<file path="config.mk">
export PLATFORM = sky130hd
export DESIGN_NAME = bus_arbiter
export DESIGN_NICKNAME = d
export VERILOG_FILES = /design/src/rtl/bus_arb_pkg.sv /design/src/rtl/rr_pick.sv /design/src/rtl/bus_arbiter.sv
export SDC_FILE = /design/constraint.sdc
export NUM_CORES = 1
export LEC_CHECK = 0
export BUFFER_PORTS_ARGS = -buffer_cell sky130_fd_sc_hd__buf_2
export CAP_MARGIN = 10
export CORE_ASPECT_RATIO = 0.5
export CORE_MARGIN = 2
export CORE_UTILIZATION = 50
export DETAILED_ROUTE_END_ITERATION = 8
export PLACE_DENSITY_LB_ADDON = 0.3
export SLEW_MARGIN = 20
export SYNTH_ARGS = -nofsm -noshare
export SYNTH_HDL_FRONTEND = slang
export SYNTH_HIERARCHICAL = 1
export SYNTH_SLANG_ARGS = --single-unit
</file>
<file path="constraint.sdc">
create_clock -name clk -period 2.7 [get_ports clk]
set_input_delay 0.27 -clock clk [delete_from_list [all_inputs] [get_ports clk]]
set_output_delay 0.27 -clock clk [all_outputs]
set_load 0.03 [all_outputs]
</file>
<file path="src/rtl/bus_arb_pkg.sv">
`default_nettype none
// ============================================================================
// Module   : bus_arb_pkg
// Purpose  : Shared state encoding and default sizing for the bus arbiter.
// Revision : 1.0 - initial release
// ============================================================================
package bus_arb_pkg;

  localparam int C_DEF_N        = 4;
  localparam int C_DEF_MAX_HOLD = 8;

  localparam logic [1:0] C_IDLE = 2'b00;
  localparam logic [1:0] C_TURN = 2'b01;
  localparam logic [1:0] C_OWN  = 2'b10;

endpackage : bus_arb_pkg
`default_nettype wire

</file>
<file path="src/rtl/rr_pick.sv">
`default_nettype none
// ============================================================================
// Module   : rr_pick
// Purpose  : Combinational round-robin selector starting after last_owner.
// Revision : 1.0 - initial release
// ============================================================================
module rr_pick
  import bus_arb_pkg::*;
#(
  parameter int N = C_DEF_N
) (
  input  logic [N-1:0]         req,
  input  logic [$clog2(N)-1:0] last_owner,
  input  logic [N-1:0]         exclude,
  output logic                 found,
  output logic [$clog2(N)-1:0] index
);

  localparam int W = $clog2(N);

  logic [N-1:0] w_cand;
  logic [W-1:0] w_idx;
  int           w_sum;

  assign w_cand = req & ~exclude;

  // Walk last_owner+1 .. last_owner+N modulo N; the first hit wins.
  always_comb begin
    found = 1'b0;
    index = '0;
    w_sum = 0;
    w_idx = '0;
    for (int k = 1; k <= N; k++) begin
      w_sum = int'(last_owner) + k;
      if (w_sum >= N) begin
        w_sum = w_sum - N;
      end
      w_idx = W'(w_sum);
      if (!found && w_cand[w_idx]) begin
        found = 1'b1;
        index = w_idx;
      end
    end
  end

endmodule : rr_pick
`default_nettype wire

</file>
<file path="src/rtl/bus_arbiter.sv">
`default_nettype none
// ============================================================================
// Module   : bus_arbiter
// Purpose  : Round-robin owner arbiter for a shared tri-stated bus with a
//            one-cycle turnaround and a bounded hold time.
// Revision : 1.0 - initial release
// ============================================================================
module bus_arbiter
  import bus_arb_pkg::*;
#(
  parameter int N        = C_DEF_N,
  parameter int MAX_HOLD = C_DEF_MAX_HOLD
) (
  input  logic                 clk,
  input  logic                 rst,
  input  logic [N-1:0]         req,
  output logic [N-1:0]         grant,
  output logic [N-1:0]         switch,
  output logic [$clog2(N)-1:0] owner,
  output logic                 busy
);

  localparam int         W           = $clog2(N);
  localparam logic [7:0] C_HOLD_LAST = 8'(MAX_HOLD - 1);
  localparam logic [N-1:0] C_ONE     = {{(N-1){1'b0}}, 1'b1};

  logic [1:0]   r_state;
  logic [W-1:0] r_pending;
  logic [W-1:0] r_last_owner;
  logic [W-1:0] r_owner;
  logic [7:0]   r_cnt;
  logic [N-1:0] r_grant;
  logic         r_busy;

  logic         w_owner_req;
  logic         w_others;
  logic         w_timeout;
  logic [N-1:0] w_exclude;
  logic         w_found;
  logic [W-1:0] w_pick;

  assign w_owner_req = req[r_owner];
  assign w_others    = |(req & ~r_grant);
  assign w_timeout   = (r_state == C_OWN) && w_owner_req &&
                       (r_cnt == C_HOLD_LAST) && w_others;
  // Only a forced hand-off keeps the current owner out of the next pick.
  assign w_exclude   = w_timeout ? r_grant : '0;

  rr_pick #(
    .N (N)
  ) u_rr_pick (
    .req        (req),
    .last_owner (r_last_owner),
    .exclude    (w_exclude),
    .found      (w_found),
    .index      (w_pick)
  );

  always_ff @(posedge clk or posedge rst) begin
    if (rst) begin
      r_state      <= C_IDLE;
      r_pending    <= '0;
      r_last_owner <= W'(N - 1);
      r_owner      <= '0;
      r_cnt        <= '0;
      r_grant      <= '0;
      r_busy       <= 1'b0;
    end else begin
      case (r_state)
        C_IDLE: begin
          if (w_found) begin
            r_state   <= C_TURN;
            r_pending <= w_pick;
          end
        end
        C_TURN: begin
          if (req[r_pending]) begin
            r_state      <= C_OWN;
            r_grant      <= C_ONE << r_pending;
            r_owner      <= r_pending;
            r_last_owner <= r_pending;
            r_cnt        <= '0;
            r_busy       <= 1'b1;
          end else begin
            r_state <= C_IDLE;
          end
        end
        C_OWN: begin
          if (!w_owner_req || w_timeout) begin
            r_grant <= '0;
            r_busy  <= 1'b0;
            if (w_found) begin
              r_state   <= C_TURN;
              r_pending <= w_pick;
            end else begin
              r_state <= C_IDLE;
            end
          end else if (r_cnt != C_HOLD_LAST) begin
            r_cnt <= r_cnt + 8'd1;
          end
        end
        default: begin
          r_state <= C_IDLE;
          r_grant <= '0;
          r_busy  <= 1'b0;
        end
      endcase
    end
  end

  // Buffer enables come straight from the one-hot grant register.
  assign switch = ~r_grant;
  assign grant  = r_grant;
  assign owner  = r_owner;
  assign busy   = r_busy;

endmodule : bus_arbiter
`default_nettype wire

</file>
# == After elaboration in Yosys (flattened, before gate mapping) ==
# Cells that the tools add are included.
# totals
word_cells,104
in_bits,6
register_bits,21
output_inout_bits,11
# op_classes
addsub,9
magnitude_cmp,10
eq_ne,9
mux,43
n_reduce_logical,20
shift,1
bitwise,5
# ops
cell,n
$mux 2,13
$mux 8,3
$lt 2x3->1 const B,6
$pmux 8 s2,1
$mux 1,13
$bmux 1 s2,6
$mux 4,3
$pmux 4 s3,1
$ge 3x3->1 const B,3
$add 8x1->8 const B,1
$and 4x4->4,2
$eq 8x3->1 const B,1
$ne 8x3->1 const B,1
$not 4->4,2
$sub 2x1->2 const B,4
$add 2x2->3 const B,2
$logic_and 1x1->1,6
$ne 2x1->1 const B,3
$pmux 2 s3,1
$reduce_and 2->1,3
$add 2x3->4 const B,1
$ge 4x3->1 const B,1
$logic_not 1->1,4
$ne 2x2->1 const B,2
other kinds (13),14

# == Depth between registers and ports, before layout ==
# logic_depth
word_depth,23
depth_mapped,10
depth_no_buf,10

# == Cells and area by module ==
# Netlist, hierarchy kept.
# modules_own_cells
module,n_inst,seq_area_each_um2,cells_per_inst,area_per_inst_um2
bus_arbiter,1,528.0,120,1181.1
rr_pick,1,0.0,17,126.4

# == Worst setup path before layout ==
# No wires, ideal clock.
# synth_path
kind,flip-flop to flip-flop
start,reg r_cnt[3]
end,reg r_pending[0]
required_time_ns,2.575
setup_ns,0.125
path_stages_with_launch,10
synth_period_minus_slack_ns,2.601
arrival_ns,2.476
n_path_buf,0
slack_ns,0.099
cell_sequence,dfrtp_1 -> or4_4 -> nor4_4 -> o2111a_1 -> and2_1 -> nand2b_1 -> nand2b_1 -> nand3b_1 -> and3_4 -> mux2_4
# synth_between
elab_chain_cells,21
word_cells_on_any_way,34
cone_classes,eq/ne (2); mux (20); bitwise (2); reduce/logical (10)
# synth_rtl
element,line,text
"start, declared",bus_arbiter.sv:31,logic [7:0] r_cnt;
"start signal, assigned",bus_arbiter.sv:99,r_cnt <= r_cnt + 8'd1;
$eq 8x3->1 *,bus_arbiter.sv:45,(r_cnt == C_HOLD_LAST) && w_others;
$logic_and 1x1->1 *,bus_arbiter.sv:44,assign w_timeout = (r_state == C_OWN) && w_owner_req &&
$logic_and 1x1->1 *,bus_arbiter.sv:45,
$mux 4 *,bus_arbiter.sv:47,assign w_exclude = w_timeout ? r_grant : '0;
named net w_exclude[1],bus_arbiter.sv:38,logic [N-1:0] w_exclude;
$not 4->4 *,rr_pick.sv:25,assign w_cand = req & ~exclude;
$and 4x4->4 *,rr_pick.sv:25,
$bmux 1 s2,rr_pick.sv:39,if (!found && w_cand[w_idx]) begin
[7 not listed],n/a,
$mux 1,rr_pick.sv:39,
$logic_not 1->1,rr_pick.sv:39,
$logic_and 1x1->1,rr_pick.sv:39,
$mux 1 *,rr_pick.sv:39,
named net w_found,bus_arbiter.sv:39,logic w_found;
$mux 2 *,"bus_arbiter.sv:71, bus_arbiter.sv:92",
$mux 2,bus_arbiter.sv:89,if (!w_owner_req || w_timeout) begin
$pmux 2 s2 *,bus_arbiter.sv:69,case (r_state)
"end signal, assigned",bus_arbiter.sv:73,r_pending <= w_pick;
"end signal, assigned",bus_arbiter.sv:94,r_pending <= w_pick;
"end, declared",bus_arbiter.sv:28,logic [W-1:0] r_pending;
# Mark *: on every way through the listed nets, which the timed path passes. The rest lies on a longest branch. The select of a mux whose other input is x is not followed.
# A chain may end at the register's enable or synchronous reset.

# == Final worst setup path ==
# Same ends and word-level chain as after synthesis.

==> impl_metrics.toml <==
[drt]
drc = 0
detail-route-antenna-nets = 0
vias_per_cell = 5.526
routedWlPerCell_um = 14.15
drt_iter0_markers = 55
wl_um = 2746
dr.pass1.iters = 4
routed-via-count = 1072

[power]
leakagePower_nw = 0.6992
switching_power_mw = 0.6980
swShare_pct = 45.30
max-vdd-ir-drop_uv = 383.6
p_comb_share_pct = 49.2
power_frac_seq_pct = 37.3
clkPwrFrac_pct = 13.4
p_per_area_nw_per_um2 = 1030
cell_internal_pwr_mw = 0.8430

[setup_path]
worstSetupStartpoint = "r_cnt[3]"
cp_data_required_time_ps = 2850
startpoint_type = "register"
crit_path_end_kind = "register"
reg2regPathDepth = 9
r2r_setup_slack_ps = 190
worstSetupPathType = "register to register"
critPathMaxFanout = 4
timing.rr.start = "r_cnt[3]"
cp.arrival_ps = 2660
r2r-end = "r_pending[0]"

[clock_network]
cts_tree = "built"
cts_buffers = 3
root_buffer = "clkbuf_8"
insertion_delay_ps = 260
htreeDepth = 1
post_cts_buffers = 0
cts_sinks = 21
clk_path_buf_depth = 2
path_clk_slew_ps = 70

[yosys]
ys_types = 46
synth_flop_cell = "dfrtp_1"
syn_inst = 137
syn_nets = 144
synthArstFlopShare_pct = 100.0
ys_top_cells_by_area = "dfrtp_1, nand2_1, dfstp_2"
post-synth-top-area-cell = "dfrtp_1"
ys_seq_area_share_pct = 40.38
synth_common_cells = "dfrtp_1, nand2_1, o21ai_0"
netlist_area_um2 = 1308
ys_ff_latch = 21
synthMostInstantiatedCell = "dfrtp_1"
yosysTopAreaCellShare_pct = 36.36
synth-edff-count = 0
post_synth.cell_area_avg_um2 = 9.544
ys_warn_count = 6

[floorplanning]
start_util_pct = 51.53
chipWidth_um = 76.32
rows = 13
die_h_um = 40.16
core_area_um2 = 2537
die_area_um2 = 3065
io_pins = 17

[cells_and_area]
final_nets = 165
syn2layout_area_growth_pct = 14.45
drive_above_1_share_pct = 25.48
diodes = 0
utilization_pct = 58.97

[sta]
finalWorstSetupSlack_ps = 192.2
fmax_ghz = 0.3988
worstMarginPinSlew_ps = 793.1
rsz0062_at_grt = "no"
final-setup-viol-count = 0
final_hold_viol_count = 0
final_max_slew_viol_count = 0
post-route-period-util_pct = 92.88
fin_tns_setup_ps = 0
relSlewSlack_pct = 47.07
finalCriticalPeriod_ps = 2508
skew_ps = 1.250

[place]
hpwl_um = 2039
routabilityCongestion = 0.8881
place_ws_ps = 109.6
port_buffers = 16

[global_route]
grt_pass1_vias = 954
grt_max_degree = 22
grt_pass1_wl_um = 4491
antenna_found_initial = 0
track_usage_pct = 19.40
grt-ovfl-total = 0

[status]
status = "completed"

[worst_hold_path]
hp-class = "input port to async pin"

[flow_run]
max_cap_violations = 0
[power by group through the flow]
stage / combinational (mW) / sequential (mW) / clock, mW
floorplan: 0.513 / 0.621 / 0
global placement: 0.747 / 0.578 / 0
detailed placement: 0.759 / 0.579 / 0
CTS: 0.758 / 0.574 / 0.213
global route: 0.833 / 0.601 / 0.223
finish: 0.759 / 0.575 / 0.207
[logic make-up after synthesis]
group                    after synthesis  share of synthesized area [%]
buffers and inverters                 11                          3.732
AO/OA/AOI/OAI                         33                          19.43
AND/OR/NAND/NOR                       64                          29.28
adder cells (fa/ha/maj)                1                         0.9568
multiplexers                           7                          6.220
flip-flops                            21                          40.38
[stage by stage]
stage / hold slack, ps / std cells / cell area, um2 / total power [mW]
floorplan: 245.0 / 137 / 1308 / 1.134
global placement: 442.8 / 190 / 1441 / 1.325
detailed placement: 452.3 / 190 / 1441 / 1.338
CTS: 179.1 / 194 / 1486 / 1.544
global route: 222.2 / 194 / 1496 / 1.658
finish: 147.1 / 194 / 1496 / 1.541
[worst max-delay path, stage by stage (launching register included)]
cell and delay [ps]:
dfrtp_1 380, or4_4 550, nor4_4 170, o2111a_1 270, and2_1 170, nor2b_1 80, nand2b_1 150, nand3b_1 150
and3_4 190, mux2_4 290
[state kept, by name, indices dropped and copies added (netlist names)]
register,cells
owner,2
r_last_owner,2
r_cnt,8
r_pending,2
busy,1
grant,4
r_state,2
[final cells by class]
class                      count  area (um2)
multi-input combinational    105       740.7
tap                           37       46.29
inverter                       7       26.28
timing repair buffer          20       110.1
fill                         221        1041
sequential                    21       528.0
clock buffer                   4       45.04
[what timing repair did]
item | CTS | global route
gates resized for setup | 0 | 2
setup endpoints to repair | 0 | 2
hold buffers | 0 | 0
[worst max path at each step]
| stage | endpoint | slack [ps] | depth (start not counted) |
|---|---|---|---|
| floorplan | r_pending[0] | 100 | 9 |
| global placement | r_pending[0] | 160 | 9 |
| detailed placement | r_pending[1] | 110 | 9 |
| CTS | r_pending[1] | 90 | 9 |
| global route | r_pending[1] | 50 | 10 |
| finish | r_pending[0] | 190 | 9 |
[cells in the final DEF, fill, tap and decap left out, drive strengths merged, types with 2 or more instances in the layout]
cell type and instances:
buf 20, dfrtp 19, nand2 18, o21ai 8
inv 7, nand2b 7, nor2b 6, nor2 5
and2 5, nand3 5, o31ai 5, and3 5
mux2i 4, clkbuf 4, nand3b 3, nor3b 3
a31oi 3, a21o 3, mux2 3, a2111o 2
o2bb2ai 2, dfstp 2, or4 2, a22o 2
[metal layers]
| metal | track usage [%] | up-vias | share of wire [%] |
|---|---|---|---|
| met5 | 0 | - | 0 |
| met4 | 6.364 | 0 | 0.47 |
| met3 | 3.829 | 2 | 4.4 |
| met2 | 32.96 | 24 | 44 |
| met1 | 25.99 | 511 | 51 |
| li1 | - | 535 | - |
No activity file was read; power rests on OpenSTA's default activity.
